## src/rtl/demo_iface_pkg.sv

```systemverilog
`default_nettype none
// ============================================================================
// Module   : demo_iface_pkg
// Brief    : Shared defaults and types for the demo interface data stage.
// Revision : 1.0 - initial release
// ============================================================================
package demo_iface_pkg;

    localparam int DATA_WIDTH_DEFAULT  = 8;
    localparam int COUNT_WIDTH_DEFAULT = 16;

    typedef logic [DATA_WIDTH_DEFAULT-1:0] data_t;

endpackage : demo_iface_pkg
`default_nettype wire

```

## src/rtl/demo_iface_counter.sv

```systemverilog
`default_nettype none
// ============================================================================
// Module   : demo_iface_counter
// Brief    : Enable-driven wrapping counter with synchronous active-high reset.
//            Rolls over from all-ones to zero silently.
// Revision : 1.0 - initial release
// ============================================================================
module demo_iface_counter
    import demo_iface_pkg::*;
#(
    parameter int WIDTH = COUNT_WIDTH_DEFAULT
) (
    input  logic             clk,
    input  logic             rst,
    input  logic             i_en,
    output logic [WIDTH-1:0] o_count
);

    logic [WIDTH-1:0] r_count;

    // Count enabled cycles; reset wins over enable so a beat during reset is dropped.
    always_ff @(posedge clk) begin
        if (rst) begin
            r_count <= '0;
        end else if (i_en) begin
            r_count <= r_count + WIDTH'(1);
        end
    end

    assign o_count = r_count;

endmodule : demo_iface_counter
`default_nettype wire

```

## src/rtl/demo_iface_unit.sv

```systemverilog
`default_nettype none
// ============================================================================
// Module   : demo_iface_unit
// Brief    : Registered bitwise-inverting data stage. Captures ~data_in on each
//            valid beat, holds it, strobes data_out_valid for one cycle and
//            counts accepted beats. All outputs come straight from flops.
// Revision : 1.0 - initial release
// ============================================================================
module demo_iface_unit
    import demo_iface_pkg::*;
#(
    parameter int DATA_WIDTH  = DATA_WIDTH_DEFAULT,
    parameter int COUNT_WIDTH = COUNT_WIDTH_DEFAULT
) (
    input  logic                   clock,
    input  logic                   reset,
    input  logic [DATA_WIDTH-1:0]  data_in,
    input  logic                   data_valid,
    output logic [DATA_WIDTH-1:0]  data_out,
    output logic                   data_out_valid,
    output logic [COUNT_WIDTH-1:0] beat_count
);

    logic [DATA_WIDTH-1:0] r_data_out;
    logic                  r_data_out_valid;

    // Hold register: load the inverted word only on a valid beat so that
    // data_in is never looked at (and X cannot leak) while data_valid is low.
    always_ff @(posedge clock) begin
        if (reset) begin
            r_data_out <= '0;
        end else if (data_valid) begin
            r_data_out <= ~data_in;
        end
    end

    // Output strobe: high for exactly the cycle following each accepted beat.
    always_ff @(posedge clock) begin
        if (reset) begin
            r_data_out_valid <= 1'b0;
        end else begin
            r_data_out_valid <= data_valid;
        end
    end

    demo_iface_counter #(
        .WIDTH (COUNT_WIDTH)
    ) u_beat_counter (
        .clk     (clock),
        .rst     (reset),
        .i_en    (data_valid),
        .o_count (beat_count)
    );

    assign data_out       = r_data_out;
    assign data_out_valid = r_data_out_valid;

endmodule : demo_iface_unit
`default_nettype wire

```

## config.mk

```make
export PLATFORM = sky130hd
export DESIGN_NAME = demo_iface_unit
export DESIGN_NICKNAME = d
export VERILOG_FILES = /design/src/rtl/demo_iface_pkg.sv /design/src/rtl/demo_iface_counter.sv /design/src/rtl/demo_iface_unit.sv
export SDC_FILE = /design/constraint.sdc
export NUM_CORES = 1
export LEC_CHECK = 0
export CORE_AREA = 2 2 44 87
export CTS_BUF_LIST = sky130_fd_sc_hd__clkbuf_2 sky130_fd_sc_hd__clkbuf_4 sky130_fd_sc_hd__clkbuf_8
export CTS_CLUSTER_SIZE = 25
export DETAILED_ROUTE_END_ITERATION = 8
export DIE_AREA = 0 0 46 89
export GPL_ROUTABILITY_DRIVEN = 0
export GPL_TIMING_DRIVEN = 0
export PLACE_DENSITY = 0.63
export SLEW_MARGIN = 40
export SYNTH_ARGS = -nofsm -noshare
export SYNTH_HDL_FRONTEND = slang
export SYNTH_SLANG_ARGS = --single-unit
export TNS_END_PERCENT = 1
```

## constraint.sdc

```tcl
create_clock -name clock -period 1.9 [get_ports clock]
set_input_delay 0.475 -clock clock [delete_from_list [all_inputs] [get_ports clock]]
set_output_delay 0.475 -clock clock [all_outputs]
set_load 0.01 [all_outputs]
```

Word level (Yosys, flattened, before mapping)
Index checks and enable logic that the tools add are counted.
- register bits: 25
- bits in latches: 0
- bits in writable memories: 0
- ROM bits: 0
- input bits: 11
- output and inout port bits: 25
- word-level logic and storage cells: 5
- memories kept: 0
- add/sub/neg operators: 1
- multiply operators: 0
- div/mod/pow operators: 0
- magnitude comparators: 0
- equality and inequality tests: 0
- shifts and indexed selects: 0
- multiplexer cells: 0
- bitwise logic cells: 1
- reductions and logical operators: 0
- operator list (operator ; number):
    $add A16 B1 Y16 const B ; 1
    $not A8 Y8 ; 1

Logic depth before layout (Yosys ltp)
Gate-level depths: netlist of the first run.
- depth after elaboration: 1
- depth in mapped cells: 5
- gate-level depth less buffers: 5

Cells and area by module
A second synthesis of the first run with hierarchy kept.
- cell total of the unflattened synthesis: 112
- area, all modules: 1112.3 um^2
- modules (own cells, without submodules) (module ; times used ; cells an instance ; area an instance (um^2) ; sequential area each (um^2)):
    demo_iface_counter ; 1 ; 83 ; 757.0 ; 320.3
    demo_iface_unit ; 1 ; 29 ; 355.3 ; 180.2

Least setup slack after synthesis of the first run
Ideal clock, no wire load.
- path type: input to register
- start point: in data_valid
- end point: reg u_beat_counter.r_count[14], in the netlist u_beat_counter.o_count[14]
- setup time: 0.128 ns
- data arrival time: 1.250 ns
- data required time: 1.772 ns
- path slack: 0.522 ns
- stages: 5
- buffers on the path: 1
- path through: clkbuf_2 -> nand4_4 -> nor4_2 -> xnor2_1 -> nor2_1
- RTL lines (item ; line ; text):
    from (decl) ; demo_iface_unit.sv:18 ; input logic data_valid,
    to (signal assigned) ; demo_iface_counter.sv:26 ; r_count <= r_count + WIDTH'(1);
    to (decl) ; demo_iface_counter.sv:19 ; logic [WIDTH-1:0] r_count;

Final worst setup path of the first run
- start point: reg u_beat_counter.r_count[0], in the netlist u_beat_counter.o_count[0]
- end point: out beat_count[0]
- RTL lines (item ; line ; text):
    to (decl) ; demo_iface_unit.sv:21 ; output logic [COUNT_WIDTH-1:0] beat_count
No word-level cell between the ends.

==> metrics.md, run 1 <==
| Metric | Value |
|---|---|
| Post-CTS Hold Fix Bufs | 0 |
| Starting Density | 31.1% |
| Hold WC Path Type | reg2reg |
| Routing usage on met3 | 2.42% |
| Worst R2R End | u_beat_counter.o_count[14]$_SDFFE_PP0P_ |
| Core ar. | 3380 sq um |
| Detail Placement HPWL | 1890 um |
| Total clock sinks | 25 |
| Min-delay src | data_out[7]$_SDFFE_PP0P_ |
| Minimum clock period | 1.81 ns |
| Sum Neg Setup Slack | 0 ns |
| Slowest CP cell | clkdlybuf4s50_1 |
| WHS Endpoint | data_out[7]$_SDFFE_PP0P_ |
| Critical Setup Path Class | reg2out |
| Fraction of layout cells with a size suffix above 1 | 9.33% |
| Syn Area/Cell | 9.31 sq um |
| GRT Total Usage | 14.0% |
| Largest net degree at the start of global routing | 16 |
| Post-CTS Resized | 0 |
| DRT antenna net count | 0 |
| WP data required | 1.42 ns |
| Seq/Total Area, Yosys | 47.6% |
| Layout filler cell count | 345 |
| Crit-path max cell delay | 0.59 ns |
| Post-route clock skew | 0.00615 ns |
| Buf/Inv on CP | 1 |
| DIE AREA | 4090 sq um |
| Worst R2R Start | u_beat_counter.o_count[0]$_SDFFE_PP0P_ |
| Post-synth EDFFs | 0 |
| Root buf cell | clkbuf_8 |
| Mux share of post-synthesis cell area | 0.951% |
| Status | completed |
| Post-synthesis simple-gate area fraction | 26.5% |
| Yosys reg bits | 25 |
| Grt met2 use | 23.0% |
| Vias in the first global route | 901 |
| Most frequent cell after synthesis | dfxtp_1 |
| Reg2reg path depth | 5 |
| Worst setup margin | 0.0919 ns |
| Slew margin rel. | 70.7% |
| DRC viols | 0 |
| CTS tree | built |
| GRT met1 Usage | 15.5% |
| Clock Latency Late Sink | 0.27 ns |
| Htree depth | 1 |
| Vias per std cell | 5.08 |
| Xor/xnor share of the synthesized area | 9.99% |
| Worst Path Max Fanout | 6 |
| Final hold violations | 0 |
| DRT Pass-1 Iters | 2 |
| Leakage | 0.503 nW |
| Chip Width | 46 um |
| Synth top area share | 47.6% |
| Warnings from Yosys | 0 |
| WHS Path Cells | 2 |
| Post-synthesis compound-gate area fraction | 8.80% |
| Vias | 925 |
| Most Crowded Layer GR | met2 |
| CP endpoint kind | primary output |
| Total grt overflow | 0 |
| RSZ-0062 raised after global routing | no |
| Synth area leader | dfxtp_1 |
| Ys flop type | dfxtp_1 |
| Antenna violations before repair | 0 |
| Critical path arrival | 1.33 ns |
| Unique cell type count in the Yosys netlist | 24 |
| Clk pin slew, worst setup/hold paths | 0.09 ns |
| Startpoint types | register |
| Setup violations, final | 0 |
| Clock buffer depth | 2 |
| Post-CTS setup buffers | 0 |
| Post-synth top cells | 25 x dfxtp_1, 23 x nor2_1, 9 x xnor2_1 |
| Synthesized area | 1050 sq um |
| Final max-slew violation count | 0 |
| Drt wl/cell | 13.3 um |
| Adder-cell share of the synthesized area | 1.19% |
| VDD IR-drop max | 0.000555 V |
| First-pass GRT wire length | 4150 um |
| Final period util | 95.2% |
| N_diodes | 0 |
| Worst slack, placed | 0.404 ns |
| Main combinational cell family by area after synthesis | simple AND/OR/NAND/NOR gates |
| Max Cap Viol | 0 |
| DRT iter0 DRCs | 8 |
| Die height | 89 um |
| I/O pins | 36 |
| Area Overhead vs Synth | 39.8% |
| Reg2reg setup slack | 0.42 ns |
| FFs w/ async S/R, synth | 0% |
| Synth top area cells | dfxtp_1 48%, nor2_1 8.2%, xnor2_1 7.5% |
| Cells after Synth | 113 |
| Max Freq | 0.553 GHz |
| Crit path max-delay family | buffers and inverters |
| PwrDens | 667 nW/um^2 |
| Syn Nets | 125 |
| Cell Chain, Critical Path | clkdlybuf4s50_1 |
| Final net count | 163 |
| Clock buffer count from CTS | 3 |
| Port buffer count | 33 |
| Worst Max-Slew Pin Slew | 0.440 ns |
| Aggregate routed wire length | 2420 um |
| Rows | 30 |
[layout make-up]
class	instances	area (sq um)	share of cell area, %
timing repair buffer	33	330	22.4
clock inverter	1	7.51	0.510
tap	32	40.0	2.72
buffer	7	37.5	2.55
inverter	4	15.0	1.02
clock buffer	3	41.3	2.81
sequential	25	500	34.0
multi-input combinational	77	499	33.9
[metrics by stage]
stage	util (%)	area, sq um	hold WS, ns	total power, mW	std cells
2_1_floorplan	-	1050	0.498	0.611	113
3_3_place_gp	42.1	1420	0.466	0.671	178
3_5_place_dp	42.1	1420	0.472	0.673	178
4_1_cts	43.6	1470	0.486	0.996	182
5_1_grt	43.6	1470	0.506	1.02	182
6_report	43.6	1470	0.480	0.982	182
[worst reg2reg max path, cell delays in order (launching register included)]
cell,delay [ns]
dfxtp_1,0.47
ha_1,0.25
nand2_1,0.17
nor4_2,0.28
xnor2_1,0.15
nor2_1,0.05
[cells by family (layout without fill, tap and decap cells)]
family                   Yosys count  in the layout
AO/OA/AOI/OAI                     14             14
multiplexers                       1              1
XOR/XNOR                          12             12
AND/OR/NAND/NOR                   49             49
buffers and inverters             11             48
flip-flops                        25             25
adder cells (fa/ha/maj)            1              1
[report_power, final]
part	leakage, nW	internal (mW)	switching, mW
Combinational	0.277	0.0593	0.0452
Sequential	0.204	0.541	0.0143
Clock	0.0217	0.149	0.173
[worst max path at each step]
stage	start	endpoint	slack, ns	depth (start not counted)
after floorplan	data_valid	u_beat_counter.o_count[14]$_SDFFE_PP0P_	0.52	5
after global placement	u_beat_counter.o_count[7]$_SDFFE_PP0P_	beat_count[7]	0.41	1
after detailed placement	u_beat_counter.o_count[7]$_SDFFE_PP0P_	beat_count[7]	0.40	1
after CTS	u_beat_counter.o_count[0]$_SDFFE_PP0P_	beat_count[0]	0.09	1
after global routing	u_beat_counter.o_count[0]$_SDFFE_PP0P_	beat_count[0]	0.02	1
final	u_beat_counter.o_count[0]$_SDFFE_PP0P_	beat_count[0]	0.09	1
[cell usage in the layout (no fill, tap or decap), drive strengths merged]
master,Yosys,layout
a211oi,8,8
a21o,1,1
a21oi,3,3
buf,3,3
clkbuf,4,7
clkdlybuf4s50,0,33
clkinvlp,0,1
dfxtp,25,25
ha,1,1
inv,4,4
mux2i,1,1
nand2,5,5
nand3,5,5
nand4,5,5
nor2,23,23
nor3,5,5
nor4,4,4
o21ai,2,2
or3,2,2
xnor2,9,9
xor2,3,3
[state kept, by name (all words and copies together) (netlist names)]
| signal | flops |
|---|---|
| data_out_valid | 1 |
| data_out | 8 |
| u_beat_counter.o_count | 16 |
[metal layers]
| layer | vias up | part of all wire [%] |
|---|---|---|
| met3 | 5 | 5.1 |
| met4 | 0 | 3.0 |
| li1 | 457 | - |
| met2 | 27 | 55 |
| met5 | - | 0 |
| met1 | 436 | 37 |
Note: power is estimated with default switching activity, not from simulation.
==> run 2, diff against run 1 <==
GPL_ROUTABILITY_DRIVEN = not set   (was 0)
==> results of run 2 <==
Same layout as run 1: the final DEF is identical, and so are final timing and power.
